<file path="config.mk">
export PLATFORM = sky130hd
export DESIGN_NAME = reg_pipe_skid
export DESIGN_NICKNAME = d
export VERILOG_FILES = /design/src/rtl/reg_pkg.sv /design/src/rtl/reg_skid_stage.sv /design/src/rtl/reg_pipe_skid.sv
export SDC_FILE = /design/constraint.sdc
export NUM_CORES = 1
export LEC_CHECK = 0
export BUFFER_PORTS_ARGS = -buffer_cell sky130_fd_sc_hd__buf_2
export CORE_ASPECT_RATIO = 0.8
export CORE_UTILIZATION = 40
export CTS_CLUSTER_SIZE = 12
export DETAILED_ROUTE_END_ITERATION = 8
export GPL_TIMING_DRIVEN = 0
export SYNTH_ARGS = -nofsm -noshare
export SYNTH_HDL_FRONTEND = slang
export SYNTH_SLANG_ARGS = --single-unit
</file>
<file path="constraint.sdc">
create_clock -name REG_Clk -period 2 [get_ports REG_Clk]
set_input_delay 0.4 -clock REG_Clk [delete_from_list [all_inputs] [get_ports REG_Clk]]
set_output_delay 0.4 -clock REG_Clk [all_outputs]
set_load 0.05 [all_outputs]
</file>
<file path="src/rtl/reg_pkg.sv">
// Shared definitions for the skid-buffered pipeline register.
// State encoding and parameter limits used by stage and top.
package reg_pkg;

  localparam int REG_STAGES_MAX = 4;

  typedef enum logic [1:0] {
    ST_EMPTY = 2'd0,
    ST_BUSY  = 2'd1,
    ST_FULL  = 2'd2
  } stage_state_t;

  // Narrowest count able to hold 0..2*stages.
  function automatic int min_count_width(
    input int stages
  );
    return $clog2(2 * stages + 1);
  endfunction

endpackage

</file>
<file path="src/rtl/reg_skid_stage.sv">
// One skid stage: main + skid register and a registered ready.
// Ready is !skid_valid so the upstream never sees a comb path.
module reg_skid_stage
  import reg_pkg::*;
#(
  parameter int DATA_WIDTH = 32
) (
  input  logic                  clk,
  input  logic                  reset,
  input  logic                  flush,
  input  logic                  in_valid,
  output logic                  in_ready,
  input  logic [DATA_WIDTH-1:0] in_data,
  output logic                  out_valid,
  input  logic                  out_ready,
  output logic [DATA_WIDTH-1:0] out_data
);

  stage_state_t          state;
  logic                  m_valid;
  logic                  ready_q;
  logic [DATA_WIDTH-1:0] m_data;
  logic [DATA_WIDTH-1:0] s_data;
  logic                  in_fire;
  logic                  out_fire;

  assign in_fire   = in_valid & ready_q;
  assign out_fire  = m_valid & out_ready;
  assign in_ready  = ready_q;
  assign out_valid = m_valid;
  assign out_data  = m_data;

  // Stage FSM; valids and ready are kept registered alongside it.
  always_ff @(posedge clk) begin
    if (reset) begin
      state   <= ST_EMPTY;
      m_valid <= 1'b0;
      ready_q <= 1'b1;
      m_data  <= '0;
      s_data  <= '0;
    end else if (flush) begin
      state   <= ST_EMPTY;
      m_valid <= 1'b0;
      ready_q <= 1'b1;
    end else begin
      unique case (state)
        ST_EMPTY: begin
          if (in_fire) begin
            m_data  <= in_data;
            m_valid <= 1'b1;
            state   <= ST_BUSY;
          end
        end
        ST_BUSY: begin
          unique case ({in_fire, out_fire})
            2'b11: begin
              m_data <= in_data;
            end
            2'b10: begin
              s_data  <= in_data;
              ready_q <= 1'b0;
              state   <= ST_FULL;
            end
            2'b01: begin
              m_valid <= 1'b0;
              state   <= ST_EMPTY;
            end
            default: begin
            end
          endcase
        end
        ST_FULL: begin
          if (out_fire) begin
            m_data  <= s_data;
            ready_q <= 1'b1;
            state   <= ST_BUSY;
          end
        end
        default: begin
          state   <= ST_EMPTY;
          m_valid <= 1'b0;
          ready_q <= 1'b1;
        end
      endcase
    end
  end

endmodule

</file>
<file path="src/rtl/reg_pipe_skid.sv">
// Chain of skid stages with valid/ready, flush and occupancy count.
// Count tracks accepted minus delivered entries across all stages.
module reg_pipe_skid
  import reg_pkg::*;
#(
  parameter int REG_DATA_WIDTH  = 32,
  parameter int REG_STAGES      = 1,
  parameter int REG_COUNT_WIDTH = 4
) (
  input  logic                       REG_Clk,
  input  logic                       REG_Reset,
  input  logic                       REG_Flush,
  input  logic                       REG_In_Valid,
  output logic                       REG_In_Ready,
  input  logic [REG_DATA_WIDTH-1:0]  REG_Data_InBUS,
  output logic                       REG_Out_Valid,
  input  logic                       REG_Out_Ready,
  output logic [REG_DATA_WIDTH-1:0]  REG_Data_OutBUS,
  output logic [REG_COUNT_WIDTH-1:0] REG_Count
);

  if (REG_STAGES < 1 || REG_STAGES > REG_STAGES_MAX) begin : g_bad_stages
    $error("reg_pipe_skid: REG_STAGES out of range");
  end

  if (REG_COUNT_WIDTH < min_count_width(REG_STAGES)) begin : g_bad_cw
    $error("reg_pipe_skid: REG_COUNT_WIDTH too narrow");
  end

  localparam logic [REG_COUNT_WIDTH-1:0] CNT_ONE =
    {{(REG_COUNT_WIDTH-1){1'b0}}, 1'b1};

  logic [REG_STAGES:0]                     valid_c;
  logic [REG_STAGES:0]                     ready_c;
  logic [REG_STAGES:0][REG_DATA_WIDTH-1:0] data_c;
  logic [REG_COUNT_WIDTH-1:0]              count_q;
  logic                                    in_fire;
  logic                                    out_fire;

  assign valid_c[0]          = REG_In_Valid;
  assign data_c[0]           = REG_Data_InBUS;
  assign ready_c[REG_STAGES] = REG_Out_Ready;

  assign REG_In_Ready    = ready_c[0];
  assign REG_Out_Valid   = valid_c[REG_STAGES];
  assign REG_Data_OutBUS = data_c[REG_STAGES];
  assign REG_Count       = count_q;

  assign in_fire  = REG_In_Valid & ready_c[0];
  assign out_fire = valid_c[REG_STAGES] & REG_Out_Ready;

  for (genvar k = 0; k < REG_STAGES; k++) begin : g_stage
    reg_skid_stage #(
      .DATA_WIDTH(REG_DATA_WIDTH)
    ) u_stage (
      .clk      (REG_Clk),
      .reset    (REG_Reset),
      .flush    (REG_Flush),
      .in_valid (valid_c[k]),
      .in_ready (ready_c[k]),
      .in_data  (data_c[k]),
      .out_valid(valid_c[k+1]),
      .out_ready(ready_c[k+1]),
      .out_data (data_c[k+1])
    );
  end

  // Occupancy: +1 per accept, -1 per delivery, zero on kill.
  always_ff @(posedge REG_Clk) begin
    if (REG_Reset || REG_Flush) begin
      count_q <= '0;
    end else begin
      unique case ({in_fire, out_fire})
        2'b10:   count_q <= count_q + CNT_ONE;
        2'b01:   count_q <= count_q - CNT_ONE;
        default: count_q <= count_q;
      endcase
    end
  end

endmodule

</file>
=== Word-level counts from Yosys, hierarchy flattened ===
Cells that the tools add are included.

* Bits in registers: 72
* Output and inout port bits: 38
* Bits of input ports: 37

* Equality and inequality tests: 11
* Bitwise logic cells: 5
* Muxes and demuxes: 15
* Reductions and logical operators: 10
* $add $sub $neg: 2

{| class="wikitable"
|+ Operators by type and width
! kind !! count
|-
| $mux W32 || 3
|-
| $pmux W32 S3 || 1
|-
| $reduce_and A3 Y1 || 4
|-
| $pmux W4 S2 || 1
|-
| $eq A2 B2 Y1 const B || 3
|-
| $ne A2 B1 Y1 const B || 3
|-
| $pmux W1 S3 || 2
|-
| $pmux W2 S3 || 1
|-
| $reduce_and A5 Y1 || 1
|-
| $add A4 B1 Y4 const B || 1
|-
| $eq A2 B1 Y1 const B || 2
|-
| $mux W1 || 4
|-
| $mux W2 || 2
|-
| $ne A2 B2 Y1 const B || 2
|-
| $pmux W2 S2 || 1
|-
| $sub A4 B1 Y4 const B || 1
|-
| $ne A3 B2 Y1 const B || 1
|-
| $not A1 Y1 || 3
|-
| $reduce_bool A3 Y1 || 1
|-
| $and A1 B1 Y1 || 2
|-
| $logic_not A2 Y1 || 1
|-
| $reduce_bool A2 Y1 || 1
|-
| $reduce_or A2 Y1 || 1
|-
| $logic_or A1 B1 Y1 || 1
|}

=== Depth between registers and ports, before layout ===
* Depth after elaboration: 4
* Mapped depth: 10

=== Modules after synthesis ===
A second synthesis with hierarchy kept.

* Cells, all modules: 351
* Area total of the unflattened synthesis: 3,314.4 um2

{| class="wikitable"
|+ Modules (own cells, without submodules)
! module !! instances !! cells each !! area an instance (um2)
|-
| reg_skid_stage || 1 || 321 || 3,036.7
|-
| reg_pipe_skid || 1 || 30 || 277.8
|}

=== Worst setup path after synthesis ===
No wires, ideal clock.

* Path kind: register -> register
* From: reg g_stage[0].u_stage.ready_q
* To: reg count_q[2], in the netlist REG_Count[2]
* Buffers on the path: 1
* Slack: -0.300 ns
* Data required time: 1.930 ns
* Stages on the path, launching flop included: 10
* Setup time: 0.070 ns
* Data arrival time: 2.230 ns
* Cell sequence: dfxtp_1 > nand2_1 > ha_1 > buf_2 > xor2_1 > ha_1 > a21oi_1 > xor2_1 > or3_1 > a21oi_1

* Cells in the longest elaborated chain, start to end: 3
* Elaborated cells on any way between the ends: 5
* Classes of those cells: eq/ne: 2; mux: 1; bitwise: 1; reduce/logical: 1

{| class="wikitable"
|+ Ends and longest elaborated chain
! what !! line !! source
|-
| start, declared || reg_skid_stage.sv:21 || <nowiki>logic ready_q;</nowiki>
|-
| start signal, assigned || reg_skid_stage.sv:38 || <nowiki>ready_q <= 1'b1;</nowiki>
|-
| start signal, assigned || reg_skid_stage.sv:44 || <nowiki>ready_q <= 1'b1;</nowiki>
|-
| start signal, assigned || reg_skid_stage.sv:61 || <nowiki>ready_q <= 1'b0;</nowiki>
|-
| $and A1 B1 Y1 * || reg_pipe_skid.sv:49 || <nowiki>assign in_fire = REG_In_Valid & ready_c[0];</nowiki>
|-
| $eq A2 B1 Y1 / $eq A2 B2 Y1 (equally long branches) || reg_pipe_skid.sv:73 || <nowiki>unique case ({in_fire, out_fire})</nowiki>
|-
| $pmux W4 S2 / $reduce_bool A2 Y1 (equally long branches) || - ||
|-
| end signal, assigned || reg_pipe_skid.sv:74 || <nowiki>2'b10: count_q <= count_q + CNT_ONE;</nowiki>
|-
| end signal, assigned || reg_pipe_skid.sv:75 || <nowiki>2'b01: count_q <= count_q - CNT_ONE;</nowiki>
|-
| end signal, assigned || reg_pipe_skid.sv:76 || <nowiki>default: count_q <= count_q;</nowiki>
|-
| end, declared || reg_pipe_skid.sv:36 || <nowiki>logic [REG_COUNT_WIDTH-1:0] count_q;</nowiki>
|}

Mark *: on every way between the ends. The rest lies on a longest branch, timed or not.
A chain may end at the register's enable or synchronous reset.

=== Final worst setup path ===
* From: reg g_stage[0].u_stage.m_valid
* To: reg count_q[2], in the netlist REG_Count[2]

* Cells in the longest elaborated chain, start to end: 3
* Elaborated cells on any way between the ends: 5
* Classes of those cells: eq/ne: 2; mux: 1; bitwise: 1; reduce/logical: 1

{| class="wikitable"
|+ Ends and longest elaborated chain
! what !! line !! source
|-
| start, declared || reg_skid_stage.sv:20 || <nowiki>logic m_valid;</nowiki>
|-
| start signal, assigned || reg_skid_stage.sv:37 || <nowiki>m_valid <= 1'b0;</nowiki>
|-
| start signal, assigned || reg_skid_stage.sv:43 || <nowiki>m_valid <= 1'b0;</nowiki>
|-
| start signal, assigned || reg_skid_stage.sv:50 || <nowiki>m_valid <= 1'b1;</nowiki>
|-
| $and A1 B1 Y1 * || reg_pipe_skid.sv:50 || <nowiki>assign out_fire = valid_c[REG_STAGES] & REG_Out_Ready;</nowiki>
|-
| $eq A2 B1 Y1 / $eq A2 B2 Y1 (equally long branches) || reg_pipe_skid.sv:73 ||
|-
| $pmux W4 S2 / $reduce_bool A2 Y1 (equally long branches) || - ||
|}

Marks and branches as above.

==> run summary <==
Outcome: complete, no violations
DR pass1 iterations: 4
Commonest non-fill, non-tap cell in the layout: buf_2
Hold buffers post-CTS: 0
Yosys warns: 0
Vias in the first global route: 2,527
Die Width: 103 microns
Diodes inserted: 0
Placed insts: 529
Syn_area_per_cell: 9.40 sq um
Final setup violation count: 0
CP max stage cell: dfxtp_4
Area Growth Syn to Fin: 21.4%
Worst min path class: in2reg
DRT iter0 DRCs: 62
Final WL: 7630 microns
Fin worst setup slack: 0.104 ns
Initial Utilization: 0.412
HPWL Detailed: 5420 microns
GR peak layer: met2
Die Ht: 82.8 microns
Peak supply drop: 449 uV
Crit. End Element: register
Adder-cell share of the synthesized area: 0.0192
Dominant cell type by area after synthesis: dfxtp_1
Cell area after layout: 0.00396 sq mm
Register area share after synthesis: 0.442
Final number of max-transition violations: 0
Synth Cell Area: 0.00326 sq mm
CP max stage delay: 0.36 ns
Util after Layout: 0.501
Top_reg_cell synth: dfxtp_1
Commonest non-fill, non-tap cells in the layout: buf_2 (85), dfxtp_1 (70), a21oi_1 (67)
Compound-gate portion of the synthesized area: 0.253
Synth area leaders: dfxtp_1 (44%), a211oi_2 (12%), a21oi_1 (11%)
Top cell type's share of synthesized area: 0.442
Post-synth net total: 389
Worst R2R Start: g_stage[0].u_stage.out_valid
Slew @ Worst Pin: 0.745 ns
Clk sinks: 72
Dpl cell area: 0.00377 sq mm
Clock root buffer: clkbuf_8
Sink of the worst hold path: g_stage[0].u_stage.s_data[25]
CTS tree: done
Fin crit period: 1.90 ns
Port bufs: 74
RSZ-0062 raised after global routing: false
Synth Register Bits: 72
CTS max path bufs: 2
Fmax: 527 MHz
R2r setup slk: 0.10 ns
R2R Path End: REG_Count[2]
DR vias: 2,751
Initial antenna violation count: 1
Max-Cap Viols: 0
# fillers: 819
Final worst path period share: 0.948
Post-Synth XOR/XNOR Area: 0.00806
CP required: 2.29 ns
CORE AREA: 0.00791 sq mm
Mapped Cells: 347
Clk_lat worst skew: 0.35 ns
Die area: 0.00852 sq mm
Worst slew margin: 0.503
Post-synth EDFFs: 0
Async set-or-reset flop fraction in the synthesized netlist: 0
Post-synth cell types: 35
Pleak: 1.76 nW
Power density over the cells: 816 mW/mm^2
Largest net degree at the start of global routing: 14
Drt via density: 5.05
Post-synthesis simple-gate area fraction: 0.118
Mux contribution to synthesized area: 0.101
Wire length of the first global-routing pass: 12,200 microns
Crit path max fanout: 7
Critical path type: reg2reg
H-tree depth: 3
R2R depth: 10
ANT nets after route: 0
CP startpoint kind: register
CTS buffer count: 9
Hold Path Cell Cnt: 3
Met3 usage: 0.0628
DRC: 0
Max Clock Skew: 0.00684 ns
Layout Nets: 474
Final std cells w/o fill: 545
Setup WS pre-CTS: -0.178 ns
GR Layer Usage met1: 0.248
CTS clock-pin slew for the worst setup and hold paths: 0.08 ns
Total gr overflow: 0
# rows: 29
CP Data Arrival Time: 2.18 ns
Layout cells sized above 1: 0.359
GR Util All Layers: 0.189
Largest family of logic cells by synthesized area: compound AO/OA/AOI/OAI gates
GRT met2 Usage: 0.293
IO Count: 75
Hold WS: 0.287 ns
CP cell instances: nand2_2 > inv_2 > ha_1 > clkbuf_4 > xor2_1 > ha_1 > a21oi_2 > xor2_1 > or3_1 > a21oi_2
Critical hold path startpoint: REG_Data_InBUS[25]
RD Place Congestion: 0.759
Wire per inst: 14.0 microns
Hold Fails Final Rpt: 0
-- critical path: cells and delay by family (launching register included) --
family	cells	cell delay, ns
compound gates	2	0.22
xor+xnor	2	0.23
fa+ha+maj	2	0.39
buf+inv	2	0.23
flops	1	0.36
simple gates	2	0.41
-- cell type report --
type                            instances  area [sq um]  area share
Tap cell                              108           135      0.0341
Multi-Input combinational cell        241          1640       0.414
Inverter                                4          15.0     0.00379
Buffer                                 30           179      0.0452
Sequential cell                        72          1450       0.366
Clock inverter                          7          47.5      0.0120
Clock buffer                            9           124      0.0313
Timing Repair Buffer                   74           370      0.0935
-- what timing repair did --
action / in CTS / in global routing
endpoints found under the setup margin: 1 / 33
pin swaps: 0 / 1
gates resized for setup: 1 / 5
buffers inserted: 0 / 0
endpoints found under the hold margin: 0 / 0
-- layer usage --
layer  vias up  part of all wire
met5         -            0.0013
met4         2             0.012
met3        10             0.062
met2        63              0.42
met1      1289              0.50
li1       1387                 -
-- power breakdown --
| part | leakage (nW) | switching, mW | internal [mW] |
|---|---|---|---|
| Clock | 0.0854 | 0.588 | 0.449 |
| Combinational | 1.09 | 0.454 | 0.196 |
| Sequential | 0.588 | 0.0426 | 1.50 |
| Total | 1.76 | 1.09 | 2.15 |
-- cells by family (layout without fill, tap and decap cells) --
| logic type | Yosys count | in the layout |
|---|---|---|
| flip-flops | 72 | 72 |
| AO/OA/AOI/OAI | 111 | 111 |
| adder cells (fa/ha/maj) | 5 | 5 |
| AND/OR/NAND/NOR | 89 | 89 |
| multiplexers | 33 | 33 |
| XOR/XNOR | 3 | 3 |
| buffers and inverters | 34 | 124 |
-- cell usage after synthesis, drive strengths merged (3+ instances only) --
cell,n
or3,3
inv,4
a21oi,70
dfxtp,72
xor2,3
a211oi,33
o21ai,3
nand2b,3
buf,22
nor3,3
clkbuf,8
mux2i,33
nor2,6
ha,5
nand2,68
-- sequential cells by signal, indices dropped and copies added (netlist names) --
| register | flops |
|---|---|
| REG_Count | 4 |
| g_stage.u_stage.state | 2 |
| g_stage.u_stage.in_ready | 1 |
| g_stage.u_stage.out_valid | 1 |
| g_stage.u_stage.out_data | 32 |
| g_stage.u_stage.s_data | 32 |
-- worst max-delay path by stage --
stage                                             from            to  slack [ns]  depth (start not counted)
after floorplan            g_stage[0].u_stage.in_ready  REG_Count[2]        0.03                          9
after global placement                   REG_Out_Ready  REG_Count[2]       -0.14                         11
final                     g_stage[0].u_stage.out_valid  REG_Count[2]        0.10                         10
after CTS                 g_stage[0].u_stage.out_valid  REG_Count[2]        0.01                         10
after detailed placement                 REG_Out_Ready  REG_Count[2]       -0.18                         11
after global routing      g_stage[0].u_stage.out_valid  REG_Count[2]     0.00005                         10
-- stage by stage --
stage	power, mW	TNS (ns)
floorplan	2.06	0
global placement	2.22	-0.484
detailed placement	2.23	-1.92
CTS	3.26	0
global route	3.38	0
finish	3.23	0
Power figures use the tool's default switching activity.
